## src/rtl/vx_barrier_pkg.sv

```systemverilog
// Shared types and helpers for the barrier controller.
// Optional feature macro used by the top level: VX_BARRIER_PERF_EN.
package vx_barrier_pkg;

  localparam int unsigned NUM_WARPS    = 4;
  localparam int unsigned NUM_BARRIERS = 4;

  // Warp id width: NUM_WARPS is a power of two and at least 2.
  function automatic int unsigned warp_id_bits(input int unsigned n);
    return $clog2(n);
  endfunction

  // Barrier id width: at least one bit even for a single barrier slot.
  function automatic int unsigned bar_id_bits(input int unsigned n);
    return (n > 1) ? $clog2(n) : 1;
  endfunction

  localparam int unsigned NW_BITS  = warp_id_bits(NUM_WARPS);
  localparam int unsigned NB_BITS  = bar_id_bits(NUM_BARRIERS);
  localparam int unsigned CNT_BITS = NW_BITS + 1;

  typedef struct packed {
    logic [NW_BITS-1:0] wid;
    logic [NB_BITS-1:0] bid;
    logic [NW_BITS-1:0] size_m1;
  } arrive_req_t;

  typedef struct packed {
    logic [NUM_WARPS-1:0] mask;
    logic [NB_BITS-1:0]   bid;
  } release_t;

  // Number of set bits in a warp mask.
  function automatic logic [CNT_BITS-1:0] popcount(input logic [NUM_WARPS-1:0] m);
    logic [CNT_BITS-1:0] c;
    c = '0;
    for (int i = 0; i < int'(NUM_WARPS); i++) begin
      c = c + CNT_BITS'(m[i]);
    end
    return c;
  endfunction

  // One-hot warp mask for a warp id.
  function automatic logic [NUM_WARPS-1:0] warp_bit(input logic [NW_BITS-1:0] w);
    return NUM_WARPS'(1) << w;
  endfunction

endpackage

```

## src/rtl/vx_barrier_slot.sv

```systemverilog
// One barrier slot: wait mask, arrival count, reach check and kill purge.
module vx_barrier_slot
  import vx_barrier_pkg::*;
(
  input  logic                 clk,
  input  logic                 reset,
  input  logic                 hit,
  input  logic [NW_BITS-1:0]   wid,
  input  logic [NW_BITS-1:0]   size_m1,
  input  logic                 kill_valid,
  input  logic [NW_BITS-1:0]   kill_wid,
  output logic [NUM_WARPS-1:0] wait_mask,
  output logic                 reach_c,
  output logic                 dup_c,
  output logic [NUM_WARPS-1:0] release_mask_c
);

  logic [NUM_WARPS-1:0] kill_bit;
  logic [NUM_WARPS-1:0] live;
  logic [NUM_WARPS-1:0] next_mask;
  logic [CNT_BITS-1:0]  count;
  logic                 eff;

  // Apply the kill first, then the arrival against the post-kill mask.
  always_comb begin
    kill_bit       = kill_valid ? warp_bit(kill_wid) : '0;
    live           = wait_mask & ~kill_bit;
    eff            = hit && !(kill_valid && (kill_wid == wid));
    count          = popcount(live);
    dup_c          = eff && wait_mask[wid];
    reach_c        = eff && !wait_mask[wid] && (count >= CNT_BITS'(size_m1));
    release_mask_c = live | warp_bit(wid);
    next_mask      = live;
    if (reach_c) begin
      next_mask = '0;
    end else if (eff && !dup_c) begin
      next_mask = live | warp_bit(wid);
    end
  end

  // Wait mask register.
  always_ff @(posedge clk) begin
    if (reset) begin
      wait_mask <= '0;
    end else begin
      wait_mask <= next_mask;
    end
  end

endmodule

```

## src/rtl/vx_barrier_ctrl.sv

```systemverilog
// Barrier controller: bid decode, release register and arrive handshake.
// Define VX_BARRIER_PERF_EN to build the stall-cycle performance counter.
module vx_barrier_ctrl
  import vx_barrier_pkg::*;
(
  input  logic                 clk,
  input  logic                 reset,
  input  logic                 arrive_valid,
  output logic                 arrive_ready,
  input  logic [NW_BITS-1:0]   arrive_wid,
  input  logic [NB_BITS-1:0]   arrive_bid,
  input  logic [NW_BITS-1:0]   arrive_size_m1,
  input  logic                 kill_valid,
  input  logic [NW_BITS-1:0]   kill_wid,
  output logic                 release_valid,
  input  logic                 release_ready,
  output logic [NUM_WARPS-1:0] release_mask,
  output logic [NB_BITS-1:0]   release_bid,
  output logic [NUM_WARPS-1:0] stall_mask,
  output logic                 dup_err,
  output logic [63:0]          perf_wait_cycles
);

  arrive_req_t          req;
  release_t             rel_q;
  logic                 fire;
  logic                 reach_any;
  logic                 dup_any;
  logic [NUM_WARPS-1:0] sel_mask;
  logic [NUM_WARPS-1:0] stall_c;

  logic [NUM_BARRIERS-1:0] slot_hit;
  logic [NUM_BARRIERS-1:0] slot_reach;
  logic [NUM_BARRIERS-1:0] slot_dup;
  logic [NUM_WARPS-1:0]    slot_wait [NUM_BARRIERS];
  logic [NUM_WARPS-1:0]    slot_rel  [NUM_BARRIERS];

  assign req          = '{wid: arrive_wid, bid: arrive_bid, size_m1: arrive_size_m1};
  assign arrive_ready = !release_valid || release_ready;
  assign fire         = arrive_valid && arrive_ready;

  for (genvar b = 0; b < int'(NUM_BARRIERS); b++) begin : g_slot
    assign slot_hit[b] = fire && (req.bid == NB_BITS'(b));
    vx_barrier_slot u_slot (
      .clk            (clk),
      .reset          (reset),
      .hit            (slot_hit[b]),
      .wid            (req.wid),
      .size_m1        (req.size_m1),
      .kill_valid     (kill_valid),
      .kill_wid       (kill_wid),
      .wait_mask      (slot_wait[b]),
      .reach_c        (slot_reach[b]),
      .dup_c          (slot_dup[b]),
      .release_mask_c (slot_rel[b])
    );
  end

  // Merge slot results; at most one slot is hit per cycle.
  always_comb begin
    reach_any = 1'b0;
    dup_any   = 1'b0;
    sel_mask  = '0;
    stall_c   = '0;
    for (int b = 0; b < int'(NUM_BARRIERS); b++) begin
      stall_c = stall_c | slot_wait[b];
      dup_any = dup_any | slot_dup[b];
      if (slot_reach[b]) begin
        reach_any = 1'b1;
        sel_mask  = sel_mask | slot_rel[b];
      end
    end
  end

  assign stall_mask   = stall_c;
  assign release_mask = rel_q.mask;
  assign release_bid  = rel_q.bid;

  // Single outstanding release; a new one may load in the handshake cycle.
  always_ff @(posedge clk) begin
    if (reset) begin
      release_valid <= 1'b0;
      rel_q         <= '0;
      dup_err       <= 1'b0;
    end else begin
      dup_err <= dup_any;
      if (reach_any) begin
        release_valid <= 1'b1;
        rel_q         <= '{mask: sel_mask, bid: req.bid};
      end else if (release_ready) begin
        release_valid <= 1'b0;
        rel_q         <= '0;
      end
    end
  end

`ifdef VX_BARRIER_PERF_EN
  logic [63:0] perf_q;

  // Accumulate stalled warp-cycles; wraps naturally at 2^64.
  always_ff @(posedge clk) begin
    if (reset) begin
      perf_q <= '0;
    end else begin
      perf_q <= perf_q + 64'(popcount(stall_c));
    end
  end

  assign perf_wait_cycles = perf_q;
`else
  assign perf_wait_cycles = '0;
`endif

endmodule

```

## config.mk

```make
export PLATFORM = sky130hd
export DESIGN_NAME = vx_barrier_ctrl
export DESIGN_NICKNAME = d
export VERILOG_FILES = /design/src/rtl/vx_barrier_pkg.sv /design/src/rtl/vx_barrier_slot.sv /design/src/rtl/vx_barrier_ctrl.sv
export SDC_FILE = /design/constraint.sdc
export NUM_CORES = 1
export LEC_CHECK = 0
export CORE_MARGIN = 10
export CORE_UTILIZATION = 25
export DETAILED_ROUTE_END_ITERATION = 7
export PLACE_DENSITY = 0.62
export SYNTH_ARGS = -nofsm -noshare
export SYNTH_HDL_FRONTEND = slang
export SYNTH_HIERARCHICAL = 1
export SYNTH_SLANG_ARGS = --single-unit
```

## constraint.sdc

```tcl
create_clock -name clk -period 3.19 [get_ports clk]
set_input_delay 0.4785 -clock clk [delete_from_list [all_inputs] [get_ports clk]]
set_output_delay 0.4785 -clock clk [all_outputs]
set_load 0.02 [all_outputs]
```

# [After elaboration in Yosys (flattened, before gate mapping)]
# Index checks and enable logic that the tools add are counted.
[totals] mem_bits_rw=0 out_inout_bits=77 memories=0 romBits=0 ff_bits=24 latchBits=0 in_bits=13
[classes] mux=25 n_reduce_logical=43 bitwise=18 addsub=12 div_mod_pow=0 shifts=2 n_lt_le_gt_ge=5 mul=0 eq_ne=4
[ops] op="bitwise OR 4 bit" count=10
[ops] op="2-to-1 mux 4 bit" count=9
[ops] op="logical AND 1 bit" count=26
[ops] op="adder 3 x 1 -> 3 bit" count=8
[ops] op="AND 4 bit" count=4
[ops] op=">= comparator 3 x 2 -> 1 bit" count=4
[ops] op="2-to-1 mux 6 bit" count=2
[ops] op="logical NOT 1 bit" count=10
[ops] op="2-to-1 mux 1 bit" count=10
[ops] op="adder 1 x 1 -> 2 bit" count=4
[ops] op="binary-select mux 1 bit (select 2 bit)" count=4
[ops] op="OR reduction 2 bit" count=4
[ops] op="<< shifter 1 x 2 -> 4 bit, first input constant" count=2
[ops] op="== test 2 bit, second input constant" count=2
[ops] op="inverter 4 bit" count=1
[ops] op="< comparator 2 x 3 -> 1 bit, second input constant" count=1
[ops] op="bitwise OR 1 bit" count=3
[ops] op="== test 2 x 1 -> 1 bit, second input constant" count=1
[ops] op="== test 2 bit" count=1
[ops] op="logical NOT 2 bit" count=1
[ops] op="nonzero test 2 bit" count=1
[ops] op="logical OR 1 bit" count=1

# [Depth between registers and ports, before layout]
[logic_depth] ltp_word=17 depth_mapped=13 mapped_depth_nobuf=13

# [Cells and area by module]
# Netlist, hierarchy kept.
[modules_own_cells] module="vx_barrier_slot" cells_each=50 area_per_inst_um2=415.4 instances=4
[modules_own_cells] module="vx_barrier_ctrl" cells_each=112 area_per_inst_um2=903.4 instances=1

# [Worst setup path before layout]
# No wires, ideal clock.
[synth_timing] path_type="input-to-reg" startpoint="input port kill_wid[1]" endpoint="register rel_q, in the netlist release_mask[0]" stages=13 arrival_ns=3.122 slack_ns=-0.006 t_required_ns=3.116 cell_sequence="nand2b_1 o21ai_0 inv_1 fa_1 ha_1 inv_1 ha_1 nand2b_1 a31oi_1 nor2_1 nor4_4 nand3b_1 a31oi_1"
[synth_between] elab_cells_between_ends=55 cone_classes="add/sub: 12; order compare: 4; eq/ne: 1; shift: 1; mux: 10; bitwise: 12; reduce/logical: 15"
[synth_lines] item="start: declaration" line="vx_barrier_ctrl.sv:14" source="input logic [NW_BITS-1:0] kill_wid,"
[synth_lines] item="<< shifter 1 x 2 -> 4 bit" line="vx_barrier_pkg.sv:45" source="return NUM_WARPS'(1) << w;"
[synth_lines] item="2-to-1 mux 4 bit" line="vx_barrier_slot.sv:26" source="kill_bit = kill_valid ? warp_bit(kill_wid) : '0;"
[synth_lines] item="inverter 4 bit" line="vx_barrier_slot.sv:27" source="live = wait_mask & ~kill_bit;"
[synth_lines] item="AND 4 bit" line="vx_barrier_slot.sv:27"
[synth_lines] item="adder 1 x 1 -> 2 bit" line="vx_barrier_pkg.sv:38" source="c = c + CNT_BITS'(m[i]);"
[synth_lines] item="adder 3 x 1 -> 3 bit (2 in series)" line="vx_barrier_pkg.sv:38"
[synth_lines] item=">= comparator 3 x 2 -> 1 bit" line="vx_barrier_slot.sv:31" source="reach_c = eff && !wait_mask[wid] && (count >= CNT_BITS'(size_m1));"
[synth_lines] item="logical AND 1 bit *" line="vx_barrier_slot.sv:31"
[synth_lines] item="net slot_reach[1]" line="vx_barrier_ctrl.sv:33" source="logic [NUM_BARRIERS-1:0] slot_reach;"
[synth_lines] item="2-to-1 mux 4 bit" line="vx_barrier_ctrl.sv:68" source="if (slot_reach[b]) begin"
[synth_lines] item="bitwise OR 4 bit" line="vx_barrier_ctrl.sv:70" source="sel_mask = sel_mask | slot_rel[b];"
[synth_lines] item="2-to-1 mux 4 bit" line="vx_barrier_ctrl.sv:68"
[synth_lines] item="bitwise OR 4 bit" line="vx_barrier_ctrl.sv:70"
[synth_lines] item="2-to-1 mux 4 bit" line="vx_barrier_ctrl.sv:68"
[synth_lines] item="2-to-1 mux 6 bit" line="vx_barrier_ctrl.sv:87" source="if (reach_any) begin"
[synth_lines] item="end signal: assignment" line="vx_barrier_ctrl.sv:89" source="rel_q <= '{mask: sel_mask, bid: req.bid};"
[synth_lines] item="end: declaration" line="vx_barrier_ctrl.sv:25" source="release_t rel_q;"
# The timed path passes the listed nets; every way through them passes the cells marked *.
# A chain may end at the register's enable or synchronous reset.

# [Final worst setup path]
[layout_timing] startpoint="input port kill_wid[1]" endpoint="register rel_q, in the netlist release_bid[0]"
[layout_between] elab_cells_between_ends=44 cone_classes="add/sub: 12; order compare: 4; eq/ne: 1; shift: 1; mux: 6; bitwise: 5; reduce/logical: 15"
[layout_lines] item="<< shifter 1 x 2 -> 4 bit" line="vx_barrier_pkg.sv:45"
[layout_lines] item="2-to-1 mux 4 bit" line="vx_barrier_slot.sv:26"
[layout_lines] item="inverter 4 bit" line="vx_barrier_slot.sv:27"
[layout_lines] item="AND 4 bit" line="vx_barrier_slot.sv:27"
[layout_lines] item="adder 1 x 1 -> 2 bit" line="vx_barrier_pkg.sv:38"
[layout_lines] item="adder 3 x 1 -> 3 bit (2 in series)" line="vx_barrier_pkg.sv:38"
[layout_lines] item=">= comparator 3 x 2 -> 1 bit" line="vx_barrier_slot.sv:31"
[layout_lines] item="logical AND 1 bit *" line="vx_barrier_slot.sv:31"
[layout_lines] item="net slot_reach[3]" line="vx_barrier_ctrl.sv:33"
[layout_lines] item="2-to-1 mux 1 bit *" line="vx_barrier_ctrl.sv:68"
[layout_lines] item="2-to-1 mux 6 bit or nonzero test 2 bit (tied branches)"
# Marks and branches as above.

==> flow_metrics.tcl <==
set metrics [dict create \
    status "completed" \
    ir_drop_v 0.000160 \
    hpwl_mm 5.87 \
    drv_slew 0 \
    syn2layout_area_growth_pct 29.8 \
    period_share_pct 96.3 \
    grt_pass1_vias 2209 \
    skew_ns 0.00583 \
    detail_route.wl_per_cell_um 14.5 \
    synthCells 312 \
    drtAntennaViolNets 0 \
    grt_first_pass_wirelength_mm 11.3 \
    p_leak_nw 1.56 \
    crit_chain "buf_12 -> buf_6 -> nand2b_4 -> o21ai_4 -> inv_2 -> fa_1 -> ha_4 -> inv_2 -> ha_4 -> nand2b_4 -> a31oi_4 -> nor2_4 -> nor4_4 -> buf_2 -> nand2b_4 -> a21oi_2" \
    viasPerCell 4.40 \
    grt_max_degree 26 \
    vias 2264 \
    max_cap_violations 0 \
    finalHoldViolations 0 \
    critPathArrivalTime_ns 3.22 \
    portBuffers 25 \
    initial_core_util_pct 26.0 \
    cp-start-kind "primary input" \
    htreeDepth 1 \
    r2r_cells 13 \
    nets 415 \
    ys_ff_latch 24 \
    ios 90 \
    syn-cell-area_um2 2560 \
    grt_usage_pct 9.30 \
    worstSetupPathType "primary input to flip-flop" \
    path_clk_slew_ns 0.09 \
    core_um2 9860 \
    crit_path_frequent_cell "nand2b_4" \
    power_mw 0.868 \
    wl_mm 7.45 \
    synthDistinctLibCells 27 \
    period_minus_slack_ns 3.07 \
    drive_above_1_share_pct 26.2 \
    clock_insertion_delay_worst_skew_ns 0.27 \
    power_density_nw_per_um2 261 \
    slew_headroom_pct 66.6 \
    synth_seq_area_share_pct 18.7 \
    cts_hold_buf 0 \
    clock_path_buffers 2 \
    antenna_found_initial 0 \
    die_y_um 121 \
    holdWs_ns 0.501 \
    synth_area_per_cell_um2 8.22 \
    numClockSinks 24 \
    max_freq_ghz 0.326 \
    drcViolationCount 0 \
    tightestPinTransition_ns 0.500 \
    die_w_um 121 \
    cp_slowest_cell "fa_1" \
    first_pass_iters 4 \
    grt-ovfl-total 0 \
    ys_warn_count 6 \
    hp-class "flip-flop to flip-flop" \
    rows 36 \
    cp.required_ns 3.34 \
    antenna_cells 0 \
    dieArea_um2 14700 \
    holdPathStages 2 \
    drt_iter0_markers 88 \
    root_buffer "clkbuf_8" \
    worstPathMaxFanout 7 \
    finalSetupViolations 0 \
    cts_made_buffers 3 \
    gp_congestion 0.864 \
    cts_tree "done" \
    endpoint_kind "flip-flop" \
    slowest_delay_ns 0.50 \
]
==> power breakdown <==
part / total [mW] / internal (mW) / switching (mW)
clock: 0.219 / 0.110 / 0.109
combinational: 0.337 / 0.127 / 0.210
sequential: 0.313 / 0.307 / 0.00592
total: 0.868 / 0.544 / 0.324
==> cell families (layout without fill, tap and decap cells) <==
kind of cell | count (synthesis) | after routing | synth area share, %
XOR/XNOR | 8 | 8 | 2.73
multiplexers | 4 | 4 | 3.51
buffers and inverters | 114 | 120 | 27.2
other | 1 | 64 | 0.146
AND/OR/NAND/NOR | 62 | 62 | 13.9
adder cells (fa/ha/maj) | 20 | 20 | 12.1
AO/OA/AOI/OAI | 79 | 79 | 21.7
flip-flops | 24 | 24 | 18.7
==> cell usage in the layout, fill, tap and decap left out, drive strengths merged <==
cell and count:
and3 4, a22oi 8, inv 45, nand2 5, nand3 21, a21oi 19
clkbuf 4, clkdlybuf4s50 22, nand3b 6, a311o 4, mux4 4, a311oi 4
o21ai 32, or4 4, conb 64, dfxtp 24, nor4 2, fa 8
nor2 7, a31oi 8, o21bai 4, buf 49, ha 12, xnor2 8
nor3 2, nand2b 11
==> Yosys cell counts, drive strengths merged <==
cell type,n,area share (%)
xnor2,8,2.7
inv,45,6.6
nor4,2,1.1
o21ai,32,6.2
nor2,7,1.0
fa,8,6.2
nand3b,6,1.8
a311oi,4,4.1
a311o,4,1.6
dfxtp,24,19
mux4,4,3.5
conb,1,0.15
nand2b,11,2.7
buf,68,20
clkbuf,1,0.15
and3,4,0.98
a21oi,19,3.7
nor3,2,0.39
or4,4,1.2
a22oi,8,2.3
nand2,5,0.73
a31oi,8,2.0
o21bai,4,1.8
nand3,21,4.1
ha,12,5.9
==> metal layers <==
layer	track usage, %	wire length (um)	part of all wire, %
met3	1.58	593	8.0
met2	16.8	3790	51
met1	11.3	3010	40
met4	1.86	63	0.85
met5	0	0	0
==> critical path, delay by kind of cell <==
kind / cells / cell delay [ns]
adder cells (fa/ha/maj): 3 / 1.00
buffers and inverters: 5 / 0.49
AO/OA/AOI/OAI: 3 / 0.46
AND/OR/NAND/NOR: 5 / 0.78
==> metrics by stage <==
step                      setup TNS (ns)  util, %  worst slack [ns]  instances  instance area, um^2
after floorplan                        0        -           0.00868        375                 2800
after global placement            -12.02     30.2            -0.920        501                 2980
after detailed placement          -13.22     30.2             -1.02        501                 2980
after CTS                              0     32.1            0.0240        508                 3170
after global routing             -0.0515     33.8           -0.0154        514                 3330
final                                  0     33.8             0.118        514                 3330
==> layout make-up <==
cell class	count	area, um^2
flip-flops and latches	24	480
inverters	45	169
multi-input cells	237	1840
fillers	1026	6540
repair buffers	71	621
clock buffers	4	55.1
well taps	133	166
==> registers in the layout, indices dropped and copies added (netlist names) <==
register	count
dup_err	1
release_mask	4
release_valid	1
release_bid	2
g_slot.u_slot/wait_mask	16
==> what timing repair did <==
item	4_1_cts	5_1_grt
setup endpoints to repair	23	7
setup buffers	1	6
gates resized for setup	48	30
pin swaps	10	20
cloned	2	0
==> final timing paths <==
kind                    endpoint  slack (ns)                     startpoint
setup reg to reg  release_bid[0]        0.37  g_slot[0].u_slot/wait_mask[3]
setup / recovery  release_bid[0]        0.12                    kill_wid[1]
hold / removal    release_bid[1]        0.50                 release_bid[1]
hold reg to reg   release_bid[1]        0.50                 release_bid[1]
(Power assumes the default switching activity.)
